File: src/rtl/bypass_ctrl_pkg.sv
// bypass_ctrl_pkg: shared types and constants for the bypass forwarding control
package bypass_ctrl_pkg;
   localparam int BYPASS_REG_ADDR_W = 5;
   localparam int BYPASS_SB_DEPTH = 2;
   typedef struct packed {
      logic alu_to_alu_a;
      logic alu_to_alu_b;
      logic ls_to_alu_a;
      logic ls_to_alu_b;
   } Bypass_line_ctrl;
   typedef struct packed {
      logic valid;
      logic [BYPASS_REG_ADDR_W-1:0] dest;
      logic is_load;
   } Bypass_sb_entry;
endpackage

File: src/rtl/bypass_ctrl_if.sv
// Bypass_if: forwarding selects from bypass control to the execute operand muxes
interface Bypass_if;
   import bypass_ctrl_pkg::*;
   Bypass_line_ctrl lines;
   modport control(output lines);
   modport execute(input lines);
endinterface

File: src/rtl/bypass_ctrl_match.sv
// bypass_match: compares one issuing source against the two in-flight writers
module bypass_match
   import bypass_ctrl_pkg::*;
(
   input  logic                         use_src,
   input  logic [BYPASS_REG_ADDR_W-1:0] src,
   input  Bypass_sb_entry               e1,
   input  logic                         e2_valid,
   input  logic [BYPASS_REG_ADDR_W-1:0] e2_dest,
   output logic                         fwd_alu,
   output logic                         fwd_ls,
   output logic                         hazard
);
   logic m1, m2;
   assign m1 = use_src & e1.valid & (e1.dest == src);
   assign m2 = use_src & e2_valid & (e2_dest == src);
   // e1 wins over e2; a load in e1 cannot be forwarded yet and becomes a hazard
   assign fwd_alu = m1 & ~e1.is_load;
   assign fwd_ls  = ~m1 & m2;
   assign hazard  = m1 & e1.is_load;
endmodule

File: src/rtl/bypass_ctrl.sv
// bypass_ctrl: scoreboard-based operand forwarding selects and load-use stall
module bypass_ctrl
   import bypass_ctrl_pkg::*;
#(
   parameter int REG_ADDR_W  = BYPASS_REG_ADDR_W,
   parameter int STALL_CNT_W = 32
) (
   input  logic                   clk,
   input  logic                   reset,
   input  logic                   issue_valid,
   input  logic [REG_ADDR_W-1:0]  issue_src_a,
   input  logic [REG_ADDR_W-1:0]  issue_src_b,
   input  logic                   issue_use_a,
   input  logic                   issue_use_b,
   input  logic [REG_ADDR_W-1:0]  issue_dest,
   input  logic                   issue_dest_we,
   input  logic                   issue_is_load,
   input  logic                   flush,
   output logic                   stall,
   output logic [STALL_CNT_W-1:0] stall_count,
   Bypass_if.control              ctrl
);
   Bypass_sb_entry sb [BYPASS_SB_DEPTH];
   logic alu_a, alu_b, ls_a, ls_b, hz_a, hz_b, accept;
   bypass_match u_match_a (
      .use_src(issue_use_a), .src(issue_src_a), .e1(sb[0]),
      .e2_valid(sb[1].valid), .e2_dest(sb[1].dest),
      .fwd_alu(alu_a), .fwd_ls(ls_a), .hazard(hz_a)
   );
   bypass_match u_match_b (
      .use_src(issue_use_b), .src(issue_src_b), .e1(sb[0]),
      .e2_valid(sb[1].valid), .e2_dest(sb[1].dest),
      .fwd_alu(alu_b), .fwd_ls(ls_b), .hazard(hz_b)
   );
   assign stall  = issue_valid & ~flush & (hz_a | hz_b);
   assign accept = issue_valid & ~flush & ~stall;
   // Shift the writer scoreboard, register the selects for EX, count stall cycles
   always_ff @(posedge clk) begin
      if (reset) begin
         sb[0]       <= '0;
         sb[1]       <= '0;
         ctrl.lines  <= '0;
         stall_count <= '0;
      end else begin
         sb[1]       <= flush ? '0 : sb[0];
         sb[0]       <= Bypass_sb_entry'{accept & issue_dest_we, issue_dest, issue_is_load};
         ctrl.lines  <= accept ? Bypass_line_ctrl'{alu_a, alu_b, ls_a, ls_b} : '0;
         stall_count <= (stall & ~&stall_count) ? stall_count + 1'b1 : stall_count;
      end
   end
endmodule

File: src/flat_wrapper.sv
// flat-port wrapper written by rule: the top's interface ports become plain ports
module bypass_ctrl_flat import bypass_ctrl_pkg::*;
#(
   parameter int REG_ADDR_W  = BYPASS_REG_ADDR_W,
   parameter int STALL_CNT_W = 32
)
  (clk, reset, issue_valid, issue_src_a, issue_src_b, issue_use_a, issue_use_b, issue_dest, issue_dest_we, issue_is_load, flush, stall, stall_count, ctrl_lines);
  Bypass_if ctrl_i ();
  input  logic clk;
  input  logic reset;
  input  logic issue_valid;
  input  logic [REG_ADDR_W-1:0] issue_src_a;
  input  logic [REG_ADDR_W-1:0] issue_src_b;
  input  logic issue_use_a;
  input  logic issue_use_b;
  input  logic [REG_ADDR_W-1:0] issue_dest;
  input  logic issue_dest_we;
  input  logic issue_is_load;
  input  logic flush;
  output logic stall;
  output logic [STALL_CNT_W-1:0] stall_count;
  output wire logic [$bits(ctrl_i.lines)-1:0] ctrl_lines;
  assign ctrl_lines = ctrl_i.lines;
  bypass_ctrl #(.REG_ADDR_W(REG_ADDR_W), .STALL_CNT_W(STALL_CNT_W)) u_core (.clk(clk), .reset(reset), .issue_valid(issue_valid), .issue_src_a(issue_src_a), .issue_src_b(issue_src_b), .issue_use_a(issue_use_a), .issue_use_b(issue_use_b), .issue_dest(issue_dest), .issue_dest_we(issue_dest_we), .issue_is_load(issue_is_load), .flush(flush), .stall(stall), .stall_count(stall_count), .ctrl(ctrl_i));
endmodule
File: config.mk
export PLATFORM = sky130hd
export DESIGN_NAME = bypass_ctrl_flat
export DESIGN_NICKNAME = d
export VERILOG_FILES = /design/src/rtl/bypass_ctrl_pkg.sv /design/src/rtl/bypass_ctrl_if.sv /design/src/rtl/bypass_ctrl_match.sv /design/src/rtl/bypass_ctrl.sv /design/src/flat_wrapper.sv
export SDC_FILE = /design/constraint.sdc
export NUM_CORES = 1
export LEC_CHECK = 0
export CAP_MARGIN = 5
export CORE_MARGIN = 8
export CORE_UTILIZATION = 35
export CTS_CLUSTER_SIZE = 10
export DETAILED_ROUTE_END_ITERATION = 8
export PLACE_DENSITY = 0.6
export SYNTH_ARGS = -nofsm -noshare
export SYNTH_HDL_FRONTEND = slang
export SYNTH_SLANG_ARGS = --single-unit
File: constraint.sdc
create_clock -name clk -period 2.7 [get_ports clk]
set_input_delay 0.54 -clock clk [delete_from_list [all_inputs] [get_ports clk]]
set_output_delay 0.54 -clock clk [all_outputs]
set_load 0.01 [all_outputs]
==> metrics.txt, run 1 <==
crit path capture type flop; share of the synthesized area in the top cell type 42.06%; Reg clk slew, reported paths 0.09 ns; post-synthesis cell type count 34; fmax 385.5 MHz; area delta synth->final 43.83%; vias in the first global route 2,277; Max Cap Viol 0; Final HPWL DP 4612 um; Die X 97.63 um; mux cell area share after synthesis 1.395%; Synth top cells by count 49 x dfxtp_1, 38 x nor2_1, 37 x xor2_1; Sw Share 20.67%; sequential power share 53.4%; Final #Nets 378; Synth Warn # 0; core area 0.006386 mm^2; NetSw 0.2850 mW; number of flops mapped to enable cells by yosys 0; Final period util 96.08%; fin worst setup slack 0.1059 ns; worst path required time 2.89 ns; Comb pwr share 7.5%; area leader, netlist dfxtp_1; drc violations 0; largest net degree at the start of global routing 46; share of cells above drive strength 1 15.21%; status complete, no violations; routed length per instance 14.27 um; minimum clock period 2.594 ns; GRT overflow 0; Post-Synth Adder-Cell Area 0.5365%; Async SR Flop Fraction 0%; CP max FO 5; CTS tree yes; # rows 29; Primary FF master, synth dfxtp_1; final-layout fill cell count 644; TritonCTS Sinks 49; First DRT Iteration DRCs 54; final non-filler cell total 432; slowest CP cell or4_1; # hold bufs at CTS 0; maximum VDD drop 0.0003069 V; clock skew after layout 0.01233 ns; vias post-DR 2,213; Pleak 1.228 nW; Area contributors post-synth dfxtp_1 42%, xor2_1 14%, nor2_1 6.1%; Syn Area/Cell 8.768 um^2; Final Hold Viols 0; die height 97.63 um; worst slew pin tran 0.4001 ns; simple-gate share of the synthesized area 32.99%; PwrDens 410.9 mW/mm^2; Worst Path Buf+Inv 1; WS Path Type input port to flop; largest family of logic cells by synthesized area simple AND/OR/NAND/NOR gates; most common cell in the netlist dfxtp_1; WHS Path Cells 2; gr usage total 13.05%; clock power share 39.0%; unrepaired setup endpoints after global routing no; # IOs 60; antenna violations before repair 0; pre-CTS setup slack -0.5272 ns; Final Routed Wirelength 6164 um; xor-xnor portion of the synthesized cell area 15.40%; Mapped Nets 290; Hold Path Class flop to flop; crit-path cells clkdlybuf4s50_1, xor2_1, or4_1, o32ai_4, nand3_2, nor4_2, mux2_2; worst path arrival time 2.78 ns; startpoint types input port; Internal 1.094 mW; # port buffers 59; Max clock buf depth 2; first-pass GRT wire length 10,590 um; delay-heaviest family, CP simple AND/OR/NAND/NOR gates; Clock Latency Late Sink 0.30 ns; post-synthesis compound-gate area fraction 5.955%; Inserted Clock Buffers 5; Slew Limit Fails 0; die area 0.009532 mm^2; CP Depth 7; ant diodes 0; DRT Pass-1 Iters 4; dpl cells 421; #FFs+latches synth 49; CTS root buffer clkbuf_8; # setup viols final 0; Post-Syn Instances 266; Final Wtd Congestion 0.7944; post-synthesis cell area 0.002332 mm^2; post-route ant nets 0; slowest cell delay on critical path 0.61 ns; Seq/Total Area, Yosys 42.06%; Reg2Reg Depth 7; H-tree depth 2; relative slew slack 73.08%; Initial Utilization 36.52%; Via density 5.123
## state kept, by name (all words and copies together) (netlist names)
register and count:
u_core.stall_count 32, u_core.sb 13, u_core.ctrl.lines 4
## logic make-up after synthesis
kind of cell	after synthesis
and+or+nand+nor	142
DFF	49
xor gates and xnor gates	41
AOI/OAI and AO/OA	20
buffers and inverters	10
muxes	3
adders and majority gates	1
## through the flow
stage / hold slack [ns] / area (um^2) / setup TNS (ns) / util [%] / power (mW)
CTS: 0.4591 / 3349 / 0 / 52.45 / 1.396
detailed placement: 0.4448 / 3203 / -7.726 / 50.16 / 0.8585
finish: 0.4628 / 3354 / 0 / 52.53 / 1.379
floorplan: 0.4232 / 2332 / 0 / - / 0.7942
global placement: 0.4389 / 3203 / -6.037 / 50.16 / 0.8583
global route: 0.4760 / 3354 / 0 / 52.53 / 1.433
## path summary, 6_finish.rpt
path                                                             to                        start  slack, ns
worst max register to register  u_core.stall_count[28]$_SDFFE_PP0P_   u_core.sb[0][4]$_SDFF_PP0_       0.26
worst min register to register      u_core.ctrl.lines[1]$_SDFF_PP0_  u_core.sb[0][13]$_SDFF_PP0_       0.46
worst min-delay path                u_core.ctrl.lines[1]$_SDFF_PP0_  u_core.sb[0][13]$_SDFF_PP0_       0.46
worst max-delay path            u_core.stall_count[28]$_SDFFE_PP0P_               issue_src_b[1]       0.11
## layout by cell type (no fill, tap or decap), types with 6 or more instances in the layout
cell	Yosys	routed
clkbuf_8	0	6
clkdlybuf4s50_1	0	55
or2_2	7	6
buf_4	0	28
xor2_1	37	37
nand4_1	21	21
nand3_1	15	15
nor2b_1	9	9
dfxtp_1	49	49
o21ai_0	6	6
nor2_1	38	38
a21oi_1	7	6
nand2_1	13	13
and2_1	8	8
and3_1	6	6
## final cells by class
cell class | count | area (um^2) | area share (%)
multi-input combinational | 207 | 1330 | 39.65
sequential | 49 | 980.9 | 29.24
clock inverter | 1 | 30.03 | 0.8952
inverter | 2 | 7.507 | 0.2238
clock buffer | 7 | 86.33 | 2.574
timing repair buffer | 89 | 823.3 | 24.54
tap | 77 | 96.34 | 2.872
## tightest hold or removal path: stages (launching register included)
cell and delay [ns]:
dfxtp_1 0.31, nand2_1 0.07, nor2_1 0.05
## layer usage
metal / share of wire (%) / track usage [%] / up-vias
li1: - / - / 1106
met1: 50 / 16.29 / 1044
met2: 45 / 20.95 / 55
met3: 4.6 / 3.841 / 8
met4: 1.2 / 3.963 / 0
met5: 0 / 0 / -
## power groups by stage
| stage | Clock (mW) | Sequential, mW | Combinational (mW) |
|---|---|---|---|
| detailed placement | 0 | 0.754 | 0.105 |
| global placement | 0 | 0.754 | 0.105 |
| finish | 0.538 | 0.736 | 0.104 |
| global route | 0.582 | 0.738 | 0.114 |
| CTS | 0.555 | 0.737 | 0.105 |
| floorplan | 0 | 0.752 | 0.0425 |
## repair_timing
item / 4_1_cts / 5_1_grt
pin swaps: 3 / 0
setup buffers: 3 / 0
endpoints found under the setup margin: 9 / 1
resized for setup: 11 / 1
Power figures use the tool's default switching activity.
==> inputs of run 2 (changes only) <==
--- a/config.mk
+++ b/config.mk
@@ -7,10 +7,11 @@
 export LEC_CHECK = 0
 export CAP_MARGIN = 5
 export CORE_MARGIN = 8
-export CORE_UTILIZATION = 35
+export CORE_UTILIZATION = 48
 export CTS_CLUSTER_SIZE = 10
 export DETAILED_ROUTE_END_ITERATION = 8
-export PLACE_DENSITY = 0.6
+export PLACE_DENSITY = 0.78
 export SYNTH_ARGS = -nofsm -noshare
 export SYNTH_HDL_FRONTEND = slang
 export SYNTH_SLANG_ARGS = --single-unit
+export TNS_END_PERCENT = 20
==> metrics.txt, run 2 (same netlist as run 1, synthesis figures left out) <==
status complete, no violations; GRT overflow 0 (unchanged); worst path arrival time 2.82 ns (+0.04 ns); Clock Latency Late Sink 0.29 ns (about the same); area delta synth->final 41.04%; CTS root buffer clkbuf_8; core area 0.004692 mm^2 (-27%); drc violations 0 (unchanged); Final #Nets 373 (-1.3%); Comb pwr share 7.1% (-0.4 points); commonest cells after routing, fill and taps aside 54 x clkdlybuf4s50_1, 49 x dfxtp_1, 38 x nor2_1; H-tree depth 2 (unchanged); relative slew slack 74.37% (+1.3 points); Reg clk slew, reported paths 0.09 ns (about the same); Slew Limit Fails 0 (unchanged); ant diodes 0 (unchanged); FF/Latch Area 980.9 um^2 (unchanged); NetSw 0.2894 mW (+1.6%); largest net degree at the start of global routing 40 (-13%); Multi-input gate area 0.001319 mm^2 (-0.85%); Internal 1.159 mW (+6.0%); fin area 0.003289 mm^2 (-1.9%); slowest cell delay on critical path 0.54 ns (-0.07 ns); Util after Layout 70.11% (+18 points); sequential power share 50.8% (-2.6 points); unrepaired setup endpoints after global routing no; pre-CTS setup slack -0.4876 ns (+0.03962 ns); biggest regs u_core.stall_count (32), u_core.sb (13), u_core.ctrl.lines (4); TritonCTS Sinks 49 (unchanged); Max Cap Viol 0 (unchanged); routed length per instance 14.61 um (+2.4%); Final Routed Wirelength 5903 um (-4.2%); final-layout fill cell count 374 (-42%); Final period util 97.41% (+1.3 points); PwrDens 440.3 mW/mm^2 (+7.1%); vias in the first global route 2,154 (-5.4%); gr usage total 16.28% (+3.2 points); dpl cell area 0.003144 mm^2 (-1.8%); slowest CP cell or4_4; Final HPWL DP 4376 um (-5.1%); largest reg by FF count u_core.stall_count; Die X 85.71 um (-12%); maximum VDD drop 0.0002501 V (-19%); Inserted Clock Buffers 5 (unchanged); dpl cells 394 (-6.4%); minimum clock period 2.630 ns (+0.03597 ns); DRT Pass-1 Iters 5 (+1); Initial Utilization 49.71% (+13 points); clock skew after layout 0.003920 ns (-0.008410 ns); Final Hold Viols 0 (unchanged); fmax 380.2 MHz (-1.4%); WS Path Type input port to flop; die height 85.71 um (-12%); crit path capture type flop; vias post-DR 2,197 (-0.72%); leading cell type in the layout, fill and taps excluded clkdlybuf4s50_1; die area 0.007345 mm^2 (-23%); max FFs per register 32 (unchanged); CP max FO 4 (-1); first-pass GRT wire length 9846 um (-7.0%); Via density 5.438 (+6.2%); final setup TNS 0 ns (unchanged); fin worst setup slack 0.06995 ns (-0.03597 ns); post-route ant nets 0 (unchanged); Pleak 1.210 nW (-1.5%); crit-path cells dlygate4sd2_1, xor2_1, or4_4, buf_4, o32ai_4, buf_4, nand3_2, or3_1, mux2_1; CTS tree yes; final non-filler cell total 404 (-6.5%); Final Wtd Congestion 0.9018 (+14%); worst path required time 2.89 ns (about the same); Sw Share 19.98% (-0.69 points); # setup viols final 0 (unchanged); # port buffers 59 (unchanged); # IOs 60 (unchanged); # rows 25 (-14%); clock power share 42.0% (+3.0 points); share of cells above drive strength 1 13.71% (-1.5 points); Max clock buf depth 2 (unchanged); First DRT Iteration DRCs 133 (+150%); startpoint types input port; worst slew pin tran 0.3832 ns (-0.01684 ns); most frequent cell on the critical path buf_4; Hold Path Class flop to flop; antenna violations before repair 0 (unchanged)
==> run 2: cell count changes in the layout (fill, tap and decap cells not counted), sizes merged <==
cell / before / now
bufinv: 1 / 2
dlygate4sd2: 3 / 4
clkbuf: 7 / 5
buf: 31 / 26
clkdlybuf4s50: 55 / 54
clkinv: 0 / 1
==> run 2: path summary, 6_finish.rpt <==
kind                                               to  depth (start not counted)  slack (ns)                        start
setup reg to reg  u_core.stall_count[31]$_SDFFE_PP0P_                          8        0.20   u_core.sb[0][4]$_SDFF_PP0_
setup / recovery  u_core.stall_count[31]$_SDFFE_PP0P_                          9        0.07               issue_src_a[3]
hold reg to reg       u_core.ctrl.lines[1]$_SDFF_PP0_                          2        0.48  u_core.sb[0][13]$_SDFF_PP0_
hold / removal        u_core.ctrl.lines[1]$_SDFF_PP0_                          2        0.48  u_core.sb[0][13]$_SDFF_PP0_
==> run 2: worst max-delay path, delay by kind of cell <==
family / cells / cell delay, ns
buffers and inverters: 3 / 0.58
and+or+nand+nor: 3 / 0.93
xor gates and xnor gates: 1 / 0.14
AOI/OAI and AO/OA: 1 / 0.32
muxes: 1 / 0.31
==> run 2: power groups by stage <==
stage / sequential [mW] / clock [mW] / combinational [mW]
after floorplan: 0.752 / 0 / 0.0425
after global placement: 0.753 / 0 / 0.105
after detailed placement: 0.753 / 0 / 0.106
after CTS: 0.736 / 0.625 / 0.105
after global routing: 0.737 / 0.647 / 0.113
final: 0.736 / 0.609 / 0.103
==> run 2: timing repair <==
| action | in CTS | in global routing |
|---|---|---|
| setup endpoints to repair | 8 | 3 |
| gates cloned | 0 | 0 |
| setup buffers | 1 | 1 |
| pin swaps | 3 | 3 |
| resized for setup | 9 | 0 |
| hold buffers | 0 | 0 |
==> run 2: area by class of cell <==
type                       count  area share (%)
inverter                       2          0.2282
sequential                    49           29.82
clock inverter                 3           1.978
clock buffer                   5           2.092
tap                           54           2.054
timing repair buffer          84           23.74
multi-input combinational    207           40.09
==> run 2: metrics by stage <==
stage / hold slack (ns) / total power, mW
detailed placement: 0.4726 / 0.8594
floorplan: 0.4232 / 0.7942
global placement: 0.4617 / 0.8576
finish: 0.4766 / 1.448
global route: 0.5102 / 1.497
CTS: 0.4764 / 1.466
==> run 2: layer usage <==
layer	track usage, %	vias up	routed length [um]
met1	18.89	1026	2759
met5	0	-	0
met3	4.585	6	321
met2	27.86	67	2770
met4	5.732	0	51
li1	-	1098	-
